### config.mk
export PLATFORM = sky130hd
export DESIGN_NAME = coin_acceptor
export DESIGN_NICKNAME = d
export VERILOG_FILES = /design/src/rtl/coin_acceptor.sv
export SDC_FILE = /design/constraint.sdc
export NUM_CORES = 1
export LEC_CHECK = 0
export ABC_AREA = 1
export CORE_ASPECT_RATIO = 2
export CORE_UTILIZATION = 59
export DETAILED_ROUTE_END_ITERATION = 10
export GPL_TIMING_DRIVEN = 0
export HOLD_SLACK_MARGIN = 0.05
export PLACE_DENSITY = 0.87
export SETUP_SLACK_MARGIN = 0.05
export SLEW_MARGIN = 20
export SYNTH_ARGS = -nofsm -noshare
export SYNTH_HDL_FRONTEND = slang
export SYNTH_SLANG_ARGS = --single-unit
### constraint.sdc
create_clock -name clock -period 9.65 [get_ports clock]
set_input_delay 1.93 -clock clock [delete_from_list [all_inputs] [get_ports clock]]
set_output_delay 1.93 -clock clock [all_outputs]
set_load 0.02 [all_outputs]
### src/rtl/coin_acceptor.sv
// Coin acceptor front end: sync + debounce per channel, small coin queue,
// and paced single-cycle five/ten pulses toward the vending controller.
module coin_debounce #(
  parameter int DEBOUNCE_CYCLES = 4
) (
  input  logic clock,
  input  logic reset,
  input  logic raw,
  output logic hit
);

  typedef enum logic {IDLE, HELD} state_t;

  localparam logic [3:0] LAST = 4'(DEBOUNCE_CYCLES - 1);

  state_t     state;
  state_t     state_nx;
  logic [3:0] cnt;
  logic [3:0] cnt_nx;
  logic [1:0] sync;

  always_ff @(posedge clock or negedge reset) begin
    if (!reset) begin
      sync  <= '0;
      state <= IDLE;
      cnt   <= '0;
    end else begin
      sync  <= {sync[0], raw};
      state <= state_nx;
      cnt   <= cnt_nx;
    end
  end

  always_comb begin
    state_nx = state;
    cnt_nx   = cnt;
    hit      = 1'b0;
    unique case (state)
      IDLE: begin
        if (!sync[1]) begin
          cnt_nx = '0;
        end else if (cnt == LAST) begin
          hit      = 1'b1;
          state_nx = HELD;
          cnt_nx   = '0;
        end else begin
          cnt_nx = cnt + 4'd1;
        end
      end
      HELD: begin
        if (sync[1]) begin
          cnt_nx = '0;
        end else if (cnt == LAST) begin
          state_nx = IDLE;
          cnt_nx   = '0;
        end else begin
          cnt_nx = cnt + 4'd1;
        end
      end
      default: begin
        state_nx = IDLE;
        cnt_nx   = '0;
      end
    endcase
  end

endmodule

module coin_acceptor #(
  parameter int DEBOUNCE_CYCLES = 4,
  parameter int GAP_CYCLES      = 1,
  parameter int FIFO_DEPTH      = 4
) (
  input  logic       clock,
  input  logic       reset,
  input  logic       coin5_raw,
  input  logic       coin10_raw,
  input  logic       accept_en,
  output logic       five_pulse,
  output logic       ten_pulse,
  output logic       coin_reject,
  output logic [3:0] fifo_level
);

  localparam int AW = $clog2(FIFO_DEPTH);

  logic                  hit5;
  logic                  hit10;
  logic                  acc5;
  logic                  acc10;
  logic                  rd;
  logic                  code;
  logic [4:0]            free;
  logic [2:0]            gap;
  logic [AW-1:0]         wp;
  logic [AW-1:0]         wp_ten;
  logic [AW-1:0]         rp;
  logic [FIFO_DEPTH-1:0] mem;

  coin_debounce #(.DEBOUNCE_CYCLES(DEBOUNCE_CYCLES)) u_five (
    .clock (clock),
    .reset (reset),
    .raw   (coin5_raw),
    .hit   (hit5)
  );

  coin_debounce #(.DEBOUNCE_CYCLES(DEBOUNCE_CYCLES)) u_ten (
    .clock (clock),
    .reset (reset),
    .raw   (coin10_raw),
    .hit   (hit10)
  );

  // A slot being read this cycle is already free for a write.
  always_comb begin
    rd     = (fifo_level != 4'd0) && (gap == 3'd0);
    code   = mem[rp];
    free   = 5'(FIFO_DEPTH) - 5'(fifo_level) + 5'(rd);
    acc5   = hit5 && accept_en && (free != 5'd0);
    acc10  = hit10 && accept_en && (free > 5'(acc5));
    wp_ten = wp + AW'(acc5);
  end

  always_ff @(posedge clock or negedge reset) begin
    if (!reset) begin
      mem         <= '0;
      wp          <= '0;
      rp          <= '0;
      fifo_level  <= '0;
      gap         <= '0;
      five_pulse  <= 1'b0;
      ten_pulse   <= 1'b0;
      coin_reject <= 1'b0;
    end else begin
      if (acc5)  mem[wp]     <= 1'b0;
      if (acc10) mem[wp_ten] <= 1'b1;
      wp          <= wp + AW'(acc5) + AW'(acc10);
      rp          <= rp + AW'(rd);
      fifo_level  <= fifo_level + 4'(acc5) + 4'(acc10) - 4'(rd);
      five_pulse  <= rd && !code;
      ten_pulse   <= rd && code;
      coin_reject <= (hit5 && !acc5) || (hit10 && !acc10);
      if (rd)
        gap <= 3'(GAP_CYCLES);
      else if (gap != 3'd0)
        gap <= gap - 3'd1;
    end
  end

endmodule

Yosys cells after proc, flatten, opt, wreduce, memory -nomap -nowiden
Cells that the tools add are included.
{"block": "totals", "regBits": 32, "latch_bits": 0, "ramBits": 0, "romBits": 0, "inputBits": 5, "output_inout_bits": 7, "word_cells": 88, "memories": 0}
{"block": "classes", "add_sub_neg": 11, "mul": 0, "n_div": 0, "order_cmp": 6, "n_eq_ne": 2, "shift": 0, "muxes": 30, "bitwise": 5, "reduce_logical": 20}
{"operator": "$mux 4", "count": 8}
{"operator": "$pmux 4 s2", "count": 2}
{"operator": "$mux 1", "count": 13}
{"operator": "$logic_and 1x1->1", "count": 11}
{"operator": "$lt 2x3->1 const B", "count": 3}
{"operator": "$add 4x1->4", "count": 2}
{"operator": "$add 4x1->4 const B", "count": 2}
{"operator": "$eq 4x2->1 const B", "count": 2}
{"operator": "$add 2x1->2", "count": 3}
{"operator": "$mux 3", "count": 2}
{"operator": "$add 5x1->5", "count": 1}
{"operator": "$gt 5x1->1", "count": 1}
{"operator": "$reduce_bool 5->1", "count": 1}
{"operator": "$sub 3x4->5 const A", "count": 1}
{"operator": "$and 4x4->4", "count": 1}
{"operator": "$demux 1 s2", "count": 2}
{"operator": "$ge 2x1->1 const B", "count": 2}
{"operator": "$not 4->4", "count": 1}
{"operator": "$or 4x4->4", "count": 1}
{"operator": "$pmux 1 s2", "count": 2}
{"operator": "$reduce_bool 4->1", "count": 1}
{"operator": "$sub 4x1->4", "count": 1}
{"operator": "$logic_not 1->1", "count": 3}
{"operator": "$logic_not 3->1", "count": 1}
{"operator": "6 further kinds", "count": 7}

Depth between registers and ports, before layout
Gate-level depths: netlist of run 1.
{"block": "logic_depth", "depth_word": 13, "depth_mapped": 26, "depth_no_buf": 26}

Cells and area by module
Synthesis of run 1 repeated with hierarchy kept, for this count alone.
{"block": "unflattened", "hier_cells": 184, "area_unflattened_um2": 1676.6}
{"module": "coin_acceptor", "instances": 1, "cells_per_inst": 122, "area_each_um2": 1083.5, "seq_area_each_um2": 450.4}
{"module": "coin_debounce", "instances": 2, "cells_per_inst": 31, "area_each_um2": 296.5, "seq_area_each_um2": 175.2}

Worst setup path before layout of run 1
OpenSTA, ideal clock, no wires.
{"block": "synth_timing", "path_type": "input-to-reg", "startpoint": "input port accept_en", "endpoint": "register fifo_level[1]", "setup_time_ns": 0.136, "arrival_ns": 3.791, "required_time_ns": 9.514, "path_slack_ns": 5.724, "cell_stages": 12, "n_path_buf": 0, "cell_sequence": "inv_1 -> nor3_4 -> nand2_2 -> inv_1 -> ha_1 -> nor2_1 -> nor2_2 -> nand3_2 -> nand2_2 -> fa_1 -> inv_1 -> fa_1"}
{"block": "synth_between", "elab_chain_cells": 6, "word_cells_on_any_way": 8, "cone_classes": "add/sub: 3; order compare: 1; reduce/logical: 4"}
{"item": "start, declared", "line": "78", "source": "input logic accept_en,"}
{"item": "$logic_and 1x1->1 (2 in a row)", "line": "119", "source": "acc5 = hit5 && accept_en && (free != 5'd0);"}
{"item": "$gt 5x1->1", "line": "120", "source": "acc10 = hit10 && accept_en && (free > 5'(acc5));"}
{"item": "$logic_and 1x1->1", "line": "120"}
{"item": "$add 4x1->4 *", "line": "139", "source": "fifo_level <= fifo_level + 4'(acc5) + 4'(acc10) - 4'(rd);"}
{"item": "$sub 4x1->4 *", "line": "139"}
{"item": "end signal, assigned", "line": "139"}
{"item": "end, declared", "line": "82", "source": "output logic [3:0] fifo_level"}
Mark *: on every way between the ends. The rest lies on a longest branch, timed or not.
A chain may end at the register's enable or synchronous reset.

Final worst setup path of run 1
Ends and elaborated chain as after synthesis.

==> metrics.txt, run 1 <==
placed inst area 0.00180 mm2; pre-CTS setup slack slightly below 5 ns; Worst R2R Start gap[0]$_DFFE_PN0P_; initial DRC count 30; Slew HR 0.537; FILL cells 183; post-CTS sizing 0; Post-synth top cells 32 x dfrtp_1, 27 x inv_1, 27 x nand2_1; CTS tree done; P per Cell Area about 340 mW/mm2; Die Ht just under 80 um; VDD IR max 0.195 mV; RSZ-0062 raised after global routing no; async set-reset flop share out of synthesis 1.00; pin count of the biggest net entering global routing 33; final worst slack about 5.2 ns; maximum clock rate 0.227 GHz; Syn Area/Cell slightly below 10 um2; actual slew at the worst max-slew pin 0.695 ns; Post-CTS Setup Bufs 0; Tmin final 4.41 ns; chip width 39.5 um; Seq cells post-synth 32; min-delay src u_ten.sync[0]$_DFF_PN0_; Max-Cap Viols 0; clock skew approximately 0.0050 ns; worst hold path type reg -> reg; # setup viols final 0; CORE AREA 0.00260 mm2; final wirelength 3250 um; Yosys top cell area share 0.484; Lkg Pwr between 0.0009 and 0.001 uW; Area contributors post-synth dfrtp_1 48%, ha_1 12%, inv_1 6.1%; Clock Sink Count 32; Clock Path Buffers 2; drt pass-1 iters 5; dominant synthesized flop cell dfrtp_1; Setup TNS 0 ns; antenna viol nets, final 0; Final Wtd Congestion 0.822; Antenna Cells 0; Design Power about 650 uW; syn nets 195; first-pass GRT wire length 5500 um; period utilisation layout 0.457; status finished, final reports clean; Worst Path Max Fanout 5; gr usage total 0.268; vias in the first global route 1,332; DR vias 1,204; worst path cell trace clkdlybuf4s50_1, inv_1, nor3_4, nand2_2, inv_1, ha_1, nor2_1, nor2_2, nand3_2, nand2_2, fa_1, inv_1, fa_1; CTS buffer count 5; number of cells produced by synthesis about 170; Synth Warn # 0; WP data arrival 4.58 ns; crit path launch accept_en; initial antenna violation count 0; CP peak stage delay 0.47 ns; Area Overhead vs Synth 15.4%; DRC Markers 0; die footprint about 0.0030 mm2; Synth cell types 23; Slew Viols, Final 0; R2R depth 24; H-Tree Level Count 2; Starting Density 0.636; crit-path most repeated cell inv_1; I/O pin count 12; Post-Synthesis Cell Area about 0.0017 mm2; cts hold-fix bufs 0; Post-DP HPWL 2480 um; EDFF count, synth 0; Seq/Total Area, Yosys 0.484; Multi-input gate area 738 um2; total grt overflow 0; site row count 26; Critical Path End Type flop; Clock Latency Late Sink 0.29 ns; CP Data Required Time 9.81 ns; post-synth top area cell dfrtp_1; critical path's slowest cell clkdlybuf4s50_1; WL per Instance 14.9 um; IO buf count 11; hold path cells 0; fin area 0.00191 mm2; vias per cell 5.50; most frequent cell after synthesis dfrtp_1; fin nets 213; Reg area 801 um2; CTS Root Cell clkbuf_8; layout cells sized above 1 0.115; Reg clk slew, reported paths 0.07 ns; CP Launch Type input pin; final hold violation count 0; critical path class in -> reg
[flip-flops by register name (all words and copies together) (netlist names), named ones only]
signal / count
ten_pulse: 1
rp: 2
coin_reject: 1
five_pulse: 1
gap: 3
wp: 2
fifo_level: 4
mem: 4
u_five.sync: 2
u_ten.sync: 2
u_five.cnt: 4
u_ten.cnt: 4
[worst max-delay path, delay by kind of cell]
kind                     cells  cell delay, ns
buffers and inverters        4            0.78
AND/OR/NAND/NOR              6            0.76
adder cells (fa/ha/maj)      3            1.10
[area by class of cell]
cell class,instances,share of cell area
Clock buffer,5,0.0360
Clock inverter,3,0.0242
Inverter,31,0.0609
Multi-Input combinational cell,109,0.386
Sequential cell,32,0.419
Tap cell,28,0.0183
Timing Repair Buffer,11,0.0550
[worst paths after layout]
| check | slack, ns | end |
|---|---|---|
| worst max-delay path | 5.24 | fifo_level[1]$_DFF_PN0_ |
| worst min register to register | 0.35 | u_ten.sync[1]$_DFF_PN0_ |
| max in group asynchronous | 7.52 | u_five.cnt[0]$_DFF_PN0_ |
| min in group asynchronous | 1.68 | u_ten.cnt[0]$_DFF_PN0_ |
| worst min-delay path | 0.35 | u_ten.sync[1]$_DFF_PN0_ |
| worst max register to register | 5.52 | fifo_level[1]$_DFF_PN0_ |
[through the flow]
stage	utilization	hold WS, ns	cells
after detailed placement	0.690	0.337	211
after global placement	0.692	0.339	211
after global routing	0.734	0.366	219
after CTS	0.734	0.355	219
final	0.734	0.352	219
after floorplan	-	0.331	172
[cells in the final DEF, fill, tap and decap left out, drive strengths merged, types with 3 or more instances in the layout]
master and instances:
nor2 19, nand2 30, xor2 4, nand4 6, xnor2 8, o21ai 3
nand3 10, clkdlybuf4s50 10, ha 16, clkbuf 5, inv 32, dfrtp 32
[where the power goes]
part	total [uW]	internal, uW	switching, uW	leakage, uW
sequential	225	185	39.7	0.000402
clock	132	77.7	54.5	0.0000548
combinational	294	122	172	0.000528
[layer usage]
layer	wire length, um	vias to the layer above	track usage
met5	0	-	0
met1	1090	569	0.259
met4	206	0	0.221
met3	108	18	0.0780
met2	1850	40	0.426
li1	-	577	-
[kinds of logic after synthesis]
| family | share of synthesized area |
|---|---|
| xor gates and xnor gates | 0.0635 |
| buffers and inverters | 0.0703 |
| adders and majority gates | 0.145 |
| AOI/OAI and AO/OA | 0.0325 |
| DFF | 0.484 |
| and+or+nand+nor | 0.205 |
Note: power is estimated with default switching activity, not from simulation.
==> inputs of run 2 (changes only) <==
CORE_UTILIZATION = 52   (was 59)
PLACE_DENSITY = 0.82   (was 0.87)
clock period = 3.76 ns   (was 9.65 ns; I/O delays follow)
==> run 2 against run 1 <==
Compared with the run above:
- first-iteration DRC count down 17%
- critical path depth is 10 higher
- register-to-register slack worse by 5.4 ns
- final area rose by 6.0%
- clock power grew 150%
- count of clock-buffer cells in the layout unchanged
- utilization down 5.4 points
- sequential share of layout area is 2.3 points lower
- combinational power rose to 2.9 times the previous value
- critical endpoint unchanged
==> metrics.txt, run 2 (synthesis gave the netlist of run 1 again) <==
status finished, final reports clean; clock skew 0.00474 ns; first-pass GRT wire length 5370 um; Slew Viols, Final 0; final wirelength 3370 um; pin count of the biggest net entering global routing 33; critical path class reg -> reg; pre-CTS setup slack -0.290 ns; Final Wtd Congestion 0.777; met2 usage 0.406; CTS buffer count 5; H-Tree Level Count 2; VDD IR max 0.506 mV; Die Ht 81.8 um; WL per Instance 14.7 um; DRC Markers 0; Lkg Pwr 0.00101 uW; CP Data Required Time approximately 3.9 ns; die footprint 0.00343 mm2; vias in the first global route 1,322; Critical Path End Type flop; initial antenna violation count 0; I/O pin count 12; met3 global-route usage 0.0440; cts hold-fix bufs 0; worst hold path type reg -> reg; Area Overhead vs Synth 22.4%; fin nets 221; DR vias around 1,300; Clock Path Buffers 2; period utilisation layout 0.962; Max-Cap Viols 0; CORE AREA between 0.002 and 0.003 mm2; Clock Latency Late Sink 0.29 ns; # setup viols final 0; GRT met1 Usage 0.197; maximum clock rate 0.277 GHz; CTS tree done; WP data arrival around 3.8 ns; placed inst area 0.00180 mm2; fin area 0.00203 mm2; most common cell after layout, fill and taps aside dfrtp_1; initial DRC count 25; Design Power 1760 uW; commonest non-fill, non-tap cells in the layout 31 x dfrtp_1, 26 x nand2_1, 24 x inv_1; vias per cell roughly 5.5; Starting Density 0.556; layout cells sized above 1 0.206; antenna viol nets, final 0; final hold violation count 0; final worst slack 0.145 ns; site row count 28; Antenna Cells 0; Post-Place Cells 213; total grt overflow 0; Worst Path Max Fanout 4; chip width 41.9 um; Reg clk slew, reported paths 0.07 ns; Setup TNS 0 ns; gr usage total 0.214; actual slew at the worst max-slew pin 0.693 ns; Slew HR 0.538; CP Launch Type flop; IO buf count 11; drt pass-1 iters 4; busiest grt layer met2; non-filler instance count after layout 229; P per Cell Area 868 mW/mm2; Tmin final 3.62 ns; Clock Sink Count 32; Post-DP HPWL about 2300 um; CTS Root Cell clkbuf_8
run 2: changes by cell type in the layout (fill, tap and decap cells not counted), sizes merged:
| cell | change |
|---|---|
| buf | +8 |
| clkinv | +1 |
| inv | -1 |
run 2: power breakdown:
group          internal [uW]  switching [uW]  leakage (uW)
clock network            196             134     0.0000541
registers                476            97.6      0.000401
logic                    371             484      0.000559
total                   1040             715       0.00101
run 2: critical path: stages, from the launching register on:
cell and delay (ns):
dfrtp_1 0.37, inv_2 0.08, ha_4 0.14, ha_4 0.14, inv_2 0.05, a31oi_4 0.16
inv_2 0.05, ha_1 0.21, inv_2 0.08, ha_2 0.27, inv_1 0.08, nand2_2 0.08
nor2_2 0.09, nand3_2 0.10, nand2_2 0.10, inv_1 0.06, ha_1 0.28, nor2_2 0.09
nor2_2 0.05, nand3_2 0.09, nand2_4 0.08, fa_2 0.37, inv_2 0.07, fa_1 0.41
run 2: worst paths after layout:
path	from	end	slack, ns	cells past startpoint
setup reg to reg	gap[1]$_DFFE_PN0P_	fifo_level[1]$_DFF_PN0_	0.14	23
setup / recovery	gap[1]$_DFFE_PN0P_	fifo_level[1]$_DFF_PN0_	0.14	23
max in group asynchronous	reset	fifo_level[2]$_DFF_PN0_	2.77	1
min in group asynchronous	reset	u_ten.cnt[0]$_DFF_PN0_	0.50	1
hold reg to reg	u_five.sync[0]$_DFF_PN0_	u_five.sync[1]$_DFF_PN0_	0.36	0
hold / removal	u_five.sync[0]$_DFF_PN0_	u_five.sync[1]$_DFF_PN0_	0.36	0
run 2: layout make-up:
type	instances	area, um2
repair buffers	19	165
fillers	202	952
clock buffers	5	68.8
inverters	31	116
flip-flops and latches	32	802
multi-input cells	109	793
well taps	30	37.5
clock inverters	3	42.5
run 2: per-stage QoR:
stage / utilization / hold WS (ns)
after floorplan: - / 0.331
after global placement: 0.605 / 0.339
after detailed placement: 0.604 / 0.340
after CTS: 0.659 / 0.355
after global routing: 0.680 / 0.356
final: 0.680 / 0.362
run 2: routing by layer:
layer / up-vias / part of all wire
met3: 13 / 0.044
met5: - / 0
met2: 46 / 0.56
met4: 0 / 0.038
met1: 598 / 0.35
li1: 595 / -
run 2: repair_timing:
| action | CTS | global route |
|---|---|---|
| buffers inserted | 3 | 5 |
| setup endpoints to repair | 3 | 3 |
| pin swaps | 2 | 2 |
| resized for setup | 6 | 9 |
==> inputs of run 3 (changes only) <==
CORE_MARGIN = 2   (was default)
SETUP_SLACK_MARGIN = 0.2   (was 0.05)
SLEW_MARGIN = default   (was 20)
==> run 3 against run 2 <==
Compared with the run above:
- largest power group unchanged
- first-iteration DRC count up 140%
- final cell count increased by 2.6%
- routed wire length grew 4.4%
- sequential power is essentially flat
- critical path type unchanged
- largest cell class is now multi-input gates
- maximum frequency rose by 4.8%
- non-clock buffer count rose by 5
- worst setup slack improved by 0.17 ns
- global-route usage grew 0.21 points
==> metrics.txt, run 3 (synthesis gave the netlist of run 1 again) <==
drt pass-1 iters 4; die footprint 0.00368 mm2; met2 usage 0.413; Worst R2R Start gap[1]$_DFFE_PN0P_; # setup viols final 0; met3 global-route usage 0.0584; Reg area 802 um2; pin count of the biggest net entering global routing 33; CP peak stage delay ~0.43 ns; sequential share of power 0.311; Starting Density 0.530; Int Power about 1100 uW; layout cells sized above 1 0.240; busiest grt layer met2; total grt overflow 0; P per Cell Area just under 900 mW/mm2; maximum clock rate 0.290 GHz; fin nets approximately 230; chip width 43.9 um; Worst Path Max Fanout 2; Antenna Cells 0; worst path cell trace inv_2, ha_4, ha_4, inv_2, a31oi_4, inv_2, ha_2, inv_2, ha_4, nand2_1, nand2_1, nand2_2, nor2_4, nand3_2, nand2_2, inv_2, ha_4, nor2_2, nor2_2, nand3_2, nand2_2, fa_2, inv_2, fa_2; worst hold path type reg -> reg; Tmin final 3.45 ns; initial DRC count 60; initial antenna violation count 0; DR vias between 1,000 and 1,500; Clock Sink Count 32; H-Tree Level Count 2; DRC Markers 0; final hold violation count 0; critical path's slowest cell fa_2; antenna viol nets, final 0; Sw Share 0.405; VDD IR max 0.650 mV; Reg clk slew, reported paths 0.07 ns; clock skew 0.00486 ns; cts hold-fix bufs 0; IO buf count 11; vias per cell 5.46; R2R depth 24; CTS Root Cell clkbuf_8; Post-DP HPWL 2410 um; Switch Pwr 746 uW; final wirelength approximately 3500 um; Area Overhead vs Synth 26.2%; commonest non-fill, non-tap cells in the layout 31 x dfrtp_1, 26 x nand2_1, 23 x inv_1; actual slew at the worst max-slew pin 0.685 ns; Setup TNS 0 ns; CP Data Required Time 3.92 ns; CORE AREA 0.00312 mm2; GRT met1 Usage 0.193; WP data arrival 3.61 ns; critical path class reg -> reg; first-pass GRT wire length roughly 5800 um; Clock Latency Late Sink 0.29 ns; final worst slack 0.310 ns; vias in the first global route between 1,000 and 1,500; Multi-input gate area between 800 and 900 um2; status finished, final reports clean; clock power share 0.175; crit path launch gap[1]$_DFFE_PN0P_; I/O pin count 12; WL per Instance roughly 15 um; hold path cells 0; site row count 29; Final Wtd Congestion 0.791; Critical Path End Type flop; gr usage total 0.216; CP Launch Type flop; CTS buffer count 5; most common cell after layout, fill and taps aside dfrtp_1; Max-Cap Viols 0; RSZ-0062 raised after global routing yes; CTS tree done; min-delay src u_five.sync[0]$_DFF_PN0_; Die Ht 83.8 um; Slew HR 0.543; pre-CTS setup slack -0.179 ns; Lkg Pwr 0.00104 uW; crit-path most repeated cell inv_2; Gate power share 0.515; Slew Viols, Final 0; period utilisation layout 0.917; Clock Path Buffers 2; FILL cells about 220; Hold Path Sink u_five.sync[1]$_DFF_PN0_; Worst R2R Setup Slack 0.31 ns; worst flop-to-flop path endpoint fifo_level[1]$_DFF_PN0_
[run 3: per-stage QoR]
stage               instances  power (uW)  instance area, um2   util  hold WS (ns)
floorplan                 172        1100                1660      -         0.331
global placement          214        1260                1810  0.581         0.334
detailed placement        214        1340                1810  0.581         0.345
CTS                       230        1750                2020  0.647         0.360
global route              235        1990                2090  0.669         0.364
finish                    235        1840                2090  0.669         0.356
[run 3: final cells by class]
cell class | instances | area share
clock inverter | 2 | 0.0168
timing repair buffer | 24 | 0.0971
multi-input combinational | 109 | 0.393
inverter | 31 | 0.0557
sequential | 32 | 0.384
tap | 31 | 0.0186
clock buffer | 6 | 0.0348
[run 3: per-layer routing]
layer	wire length, um	share of wire	vias to the layer above
li1	-	-	606
met1	1120	0.32	621
met2	2120	0.60	40
met3	140	0.040	17
met4	141	0.040	0
met5	0	0	-
[run 3: power groups by stage]
| stage | Clock [uW] | Combinational (uW) | Sequential (uW) |
|---|---|---|---|
| floorplan | 0 | 504 | 597 |
| global placement | 0 | 693 | 568 |
| detailed placement | 0 | 755 | 580 |
| CTS | 326 | 860 | 569 |
| global route | 341 | 1060 | 583 |
| finish | 322 | 949 | 573 |
[run 3: worst max path at each step]
stage                              endpoint  slack, ns
finish              fifo_level[1]$_DFF_PN0_       0.31
global route        fifo_level[1]$_DFF_PN0_       0.14
CTS                 fifo_level[1]$_DFF_PN0_       0.21
detailed placement  fifo_level[1]$_DFF_PN0_      -0.18
global placement    fifo_level[1]$_DFF_PN0_      -0.05
floorplan           fifo_level[1]$_DFF_PN0_       0.20
[run 3: repair_timing]
action,CTS,global route
setup endpoints to repair,4,3
endpoints found under the hold margin,0,0
resized for setup,10,8
pin swaps,6,8
setup buffers,8,5
[run 3: worst max-delay path, delay by kind of cell, from the launching register on]
kind / cells / cell delay, ns
compound gates: 1 / 0.16
simple gates: 10 / 0.77
fa+ha+maj: 7 / 1.58
buf+inv: 6 / 0.40
flops: 1 / 0.39
==> RTL change 1 (flow settings as in run 3) <==
`FIFO_DEPTH`: 4 -> 8.
--- a/src/rtl/coin_acceptor.sv
+++ b/src/rtl/coin_acceptor.sv
@@ -69,7 +69,7 @@
 module coin_acceptor #(
   parameter int DEBOUNCE_CYCLES = 4,
   parameter int GAP_CYCLES      = 1,
-  parameter int FIFO_DEPTH      = 4
+  parameter int FIFO_DEPTH      = 8
 ) (
   input  logic       clock,
   input  logic       reset,
Check against the original RTL: same outputs for any inputs over 10 cycles, from zero or initial values and one cycle with reset low; that may be too few to reach the edited logic, so the function may still have changed.
==> RTL change 1 against run 3 <==
  * Setup slack got worse by 2.7 ps
  * Design area up 19%
  * Area after synthesis is 24% higher
  * Sequential cell count rose by 6
  * Count of clock-buffer cells in the layout grew 1
  * Utilization fell by 1.5 points
  * Power increased by 7.4%
  * Routed wire length up 13%
  * Via count increased by 22%
  * Largest power group unchanged
==> RTL change 1: results (changes against run 3) <==
post-synth cell types=29 (+26%); layout net count=276 (+22%); commonest cells in the netlist=38 x dfrtp_1, 34 x nand2_1, 26 x inv_1, 26 x nor2_1, 19 x ha_1; routed via count=1,564 (+22%); gpl congestion=0.801 (+1.3%); HPWL Detailed=2700 um (+12%); fillers=300 (+35%); crit path max fanout=4 (+2); outcome=finished, final reports clean; share of layout cells above drive strength 1=0.227 (-0.0131); leakage power=1.26 nW (+22%); Syn Nets=245 (+26%); clock slew seen by the registers of the worst setup and hold paths=approximately 80 ps; WL met1=1400 um (+25%); clock skew=9.85 ps (+4.99 ps); r2r worst-path depth=20 (-17%); synth top area cells=dfrtp_1 46%, ha_1 12%, nand2_1 6.2%; all-layer global routing usage=0.200 (-0.0156); Wirelength per Cell=13.2 um (-12%); Met3 Wirelength=101 um (-28%); DRT iter0 DRCs=47 (-22%); first-pass GRT wire length=6690 um (+16%); metal2 WL=2280 um (+7.9%); Slew HR=0.438 (-0.105); Placement Setup Slack=-218 ps (-39.3 ps); Max VDD drop=0.468 mV (-28%)
RTL change 1: final timing paths:
check / slack, ps / end / from
max: 310 / fifo_level[1] / fifo_level[2]
min: 340 / u_ten.sync[1] / u_ten.sync[0]
max reg2reg: 310 / fifo_level[1] / fifo_level[2]
min reg2reg: 340 / u_ten.sync[1] / u_ten.sync[0]
max in group asynchronous: 2620 / fifo_level[2] / reset
min in group asynchronous: 560 / u_ten.cnt[0] / reset
RTL change 1: cell type report:
type | count | area [um2] | share of cell area
repair buffers | 24 | 203 | 0.0814
clock buffers | 7 | 86.3 | 0.0347
inverters | 32 | 123 | 0.0492
flip-flops and latches | 38 | 952 | 0.382
multi-input cells | 149 | 1060 | 0.425
well taps | 51 | 63.8 | 0.0256
clock inverters | 1 | 5.00 | 0.00201
RTL change 1: per-layer routing:
layer | vias to the layer above | GRT usage
met5 | - | 0
met4 | 0 | 0.131
met3 | 16 | 0.0339
met2 | 21 | 0.390
met1 | 758 | 0.182
li1 | 769 | -
RTL change 1: cells by family after synthesis:
family	share of synthesized area
compound gates	0.0434
xor+xnor	0.0422
fa+ha+maj	0.136
buf+inv	0.0599
flops	0.465
simple gates	0.254
RTL change 1: repair_timing:
item / in CTS / in global routing
endpoints found under the setup margin: 6 / 3
setup buffers: 7 / 6
pin swaps: 7 / 8
hold endpoints to repair: 0 / 0
gates resized for setup: 14 / 6
RTL change 1: through the flow:
stage / area, um2 / TNS [ps] / hold WS (ps) / std cells
CTS: 2410 / 0 / 347 / 296
global route: 2490 / 0 / 357 / 302
detailed placement: 2220 / -536 / 336 / 281
finish: 2490 / 0 / 342 / 302
floorplan: 2060 / 0 / 331 / 219
global placement: 2230 / -230 / 333 / 281
RTL change 1: power by group:
| part | total [mW] | internal (mW) | switching [mW] |
|---|---|---|---|
| clock | 0.289 | 0.148 | 0.141 |
| sequential | 0.651 | 0.543 | 0.108 |
| combinational | 1.04 | 0.456 | 0.584 |
RTL change 1: worst max-delay path, stage by stage, from the launching register on:
cell and delay (ps):
dfrtp_2 400, inv_1 120, ha_2 240, a31oi_4 110, inv_2 90, ha_2 170
inv_2 50, ha_4 160, xnor2_2 150, nor2_4 180, nand2_4 90, nand2_4 80
inv_2 40, ha_1 260, nor2_1 120, nor2_2 70, nand2_4 70, nand2_4 60
fa_2 360, inv_2 70, fa_1 420
==> RTL change 2 (flow settings as in run 3) <==
Made on the original files. Make the reset (`reset`) synchronous in 2 clocked blocks.
--- a/src/rtl/coin_acceptor.sv
+++ b/src/rtl/coin_acceptor.sv
@@ -19,7 +19,7 @@
   logic [3:0] cnt_nx;
   logic [1:0] sync;
 
-  always_ff @(posedge clock or negedge reset) begin
+  always_ff @(posedge clock) begin
     if (!reset) begin
       sync  <= '0;
       state <= IDLE;
@@ -121,7 +121,7 @@
     wp_ten = wp + AW'(acc5);
   end
 
-  always_ff @(posedge clock or negedge reset) begin
+  always_ff @(posedge clock) begin
     if (!reset) begin
       mem         <= '0;
       wp          <= '0;
Behaviour: differs if reset is asserted again (counterexample within 10 cycles, from zero or initial values and one cycle with reset low); with reset held inactive, the same outputs for 10 cycles.
==> RTL change 2 against run 3 <==
  * Sequential power shrank 24%
  * Sequential share of layout area shrank 7.4 points
  * Final cell count grew 11%
  * Sequential cell count is the same
  * Largest cell class unchanged
  * Setup slack gained 33 ps
  * Routed wire length shrank 5.5%
  * Area after synthesis shrank 2.3%
  * Power shrank 17%
  * Utilization grew 2.9 points
  * Non-clock buffer count grew 5
  * Design area shrank 0.42%
==> RTL change 2: results (changes against run 3) <==
Post-CTS Setup Bufs=7 (-1); commonest cells in the netlist=33 x inv_1, 32 x dfxtp_1, 28 x nand2_1; Wirelength per Cell=12.7 um (-15%); outcome=finished, final reports clean; share of layout cells above drive strength 1=0.268 (+0.0282); leakage power=0.955 nW (-7.9%); hold_sp=u_ten.sync[0]; DRT iter0 DRCs=35 (-42%); Int Power=0.957 mW (-13%); multi-input combinational area share=0.436 (+0.0426); routed via count=1,340 (+4.4%); Min Hold Slack=425 ps (+68.8 ps); Post-synth ARST share=0 (-1.00); Flop pwr share=0.284 (-0.027); Cells after Synth=196 (+14%); Hold Path Stages=2 (+2); Worst EP arrival=3640 ps (+30 ps); non-clock buffer share of cell area=0.115 (+0.0179); Worst Tran Pin Value=530 ps (-155 ps); layout net count=253 (+12%); fillers=219 (-1.8%); area post-placement=1780 um2 (-1.6%); Syn Nets=219 (+12%); hold worst-path end=u_ten.sync[1]; Inverters, non-clock=37 (+19%); Non-clk bufs=29 (+21%); post-synth cell types=28 (+22%); Tapcells=30 (-3.2%); synth warn=0 (unchanged); post-cts sizing count=8 (-2); clock skew=5.95 ps (+1.09 ps); largest net degree at the start of global routing=12 (-64%); first-pass GRT wire length=5140 um (-11%); Placement Setup Slack=-162 ps (+17.0 ps); HPWL Detailed=2190 um (-9.1%); vias in the first global route=1,231 (-9.2%); fraction of area in registers=0.310 (-0.0736); gpl congestion=0.749 (-5.4%); Multi-In Gates=125 (+15%); Crit Reg-Reg Endpoint=fifo_level[1]; Non-Filler Instances=261 (+11%); Seq/Total Area, Yosys=0.396 (-0.0878); Max VDD drop=0.571 mV (-12%); r2r worst-path depth=25 (+4.2%); top_reg_cell synth=dfxtp_1; all-layer global routing usage=0.188 (-0.0272); ClkCell Share=0.0536 (+0.00202); Inst Count DP=237 (+11%); switching share of power=0.375 (-0.0298)
==> RTL change 2: cell types whose count changed in the layout (fill, tap and decap cells not counted), sizes merged, moves of 4 or more <==
cell | run 3 | this run
dfrtp | 32 | 0
dfxtp | 0 | 32
a21oi | 2 | 10
nor2 | 19 | 23
inv | 31 | 36
buf | 14 | 18
==> RTL change 2: cells by family after synthesis <==
logic type	count (synthesis)	synth area share
fa+ha+maj	18	0.148
flops	32	0.396
xor+xnor	12	0.0650
compound gates	17	0.0588
buf+inv	39	0.0913
simple gates	78	0.241
==> RTL change 2: worst max-delay path, stage by stage, from the launching register on <==
cell,delay (ps)
dfxtp_4,350
inv_2,50
ha_2,170
clkinv_2,70
nor3_4,180
nor2_4,80
inv_2,80
ha_4,130
inv_2,40
ha_4,200
inv_1,60
nand2_2,70
nor2_2,120
nand3_2,90
nand2_2,90
inv_2,50
ha_4,260
nor2_2,30
nor2_2,100
nand3_2,80
nand2_2,90
inv_2,50
fa_2,340
inv_2,60
fa_1,400
nor2_1,100
==> RTL change 2: layer usage <==
layer,vias to the layer above,wire (um),global-route usage
met5,-,0,0
met4,0,96,0.0937
met3,8,106,0.0391
met2,31,1890,0.338
met1,619,1230,0.194
li1,682,-,-
==> RTL change 2: worst max-delay path by stage <==
stage / startpoint / to / slack (ps) / cells past startpoint
2_1_floorplan: fifo_level[2] / fifo_level[1] / 220 / 25
3_3_place_gp: fifo_level[2] / fifo_level[1] / -60 / 26
3_5_place_dp: fifo_level[2] / fifo_level[1] / -160 / 23
4_1_cts: fifo_level[2] / fifo_level[1] / 230 / 25
5_1_grt: fifo_level[3] / fifo_level[1] / 90 / 25
6_report: fifo_level[2] / fifo_level[1] / 340 / 25
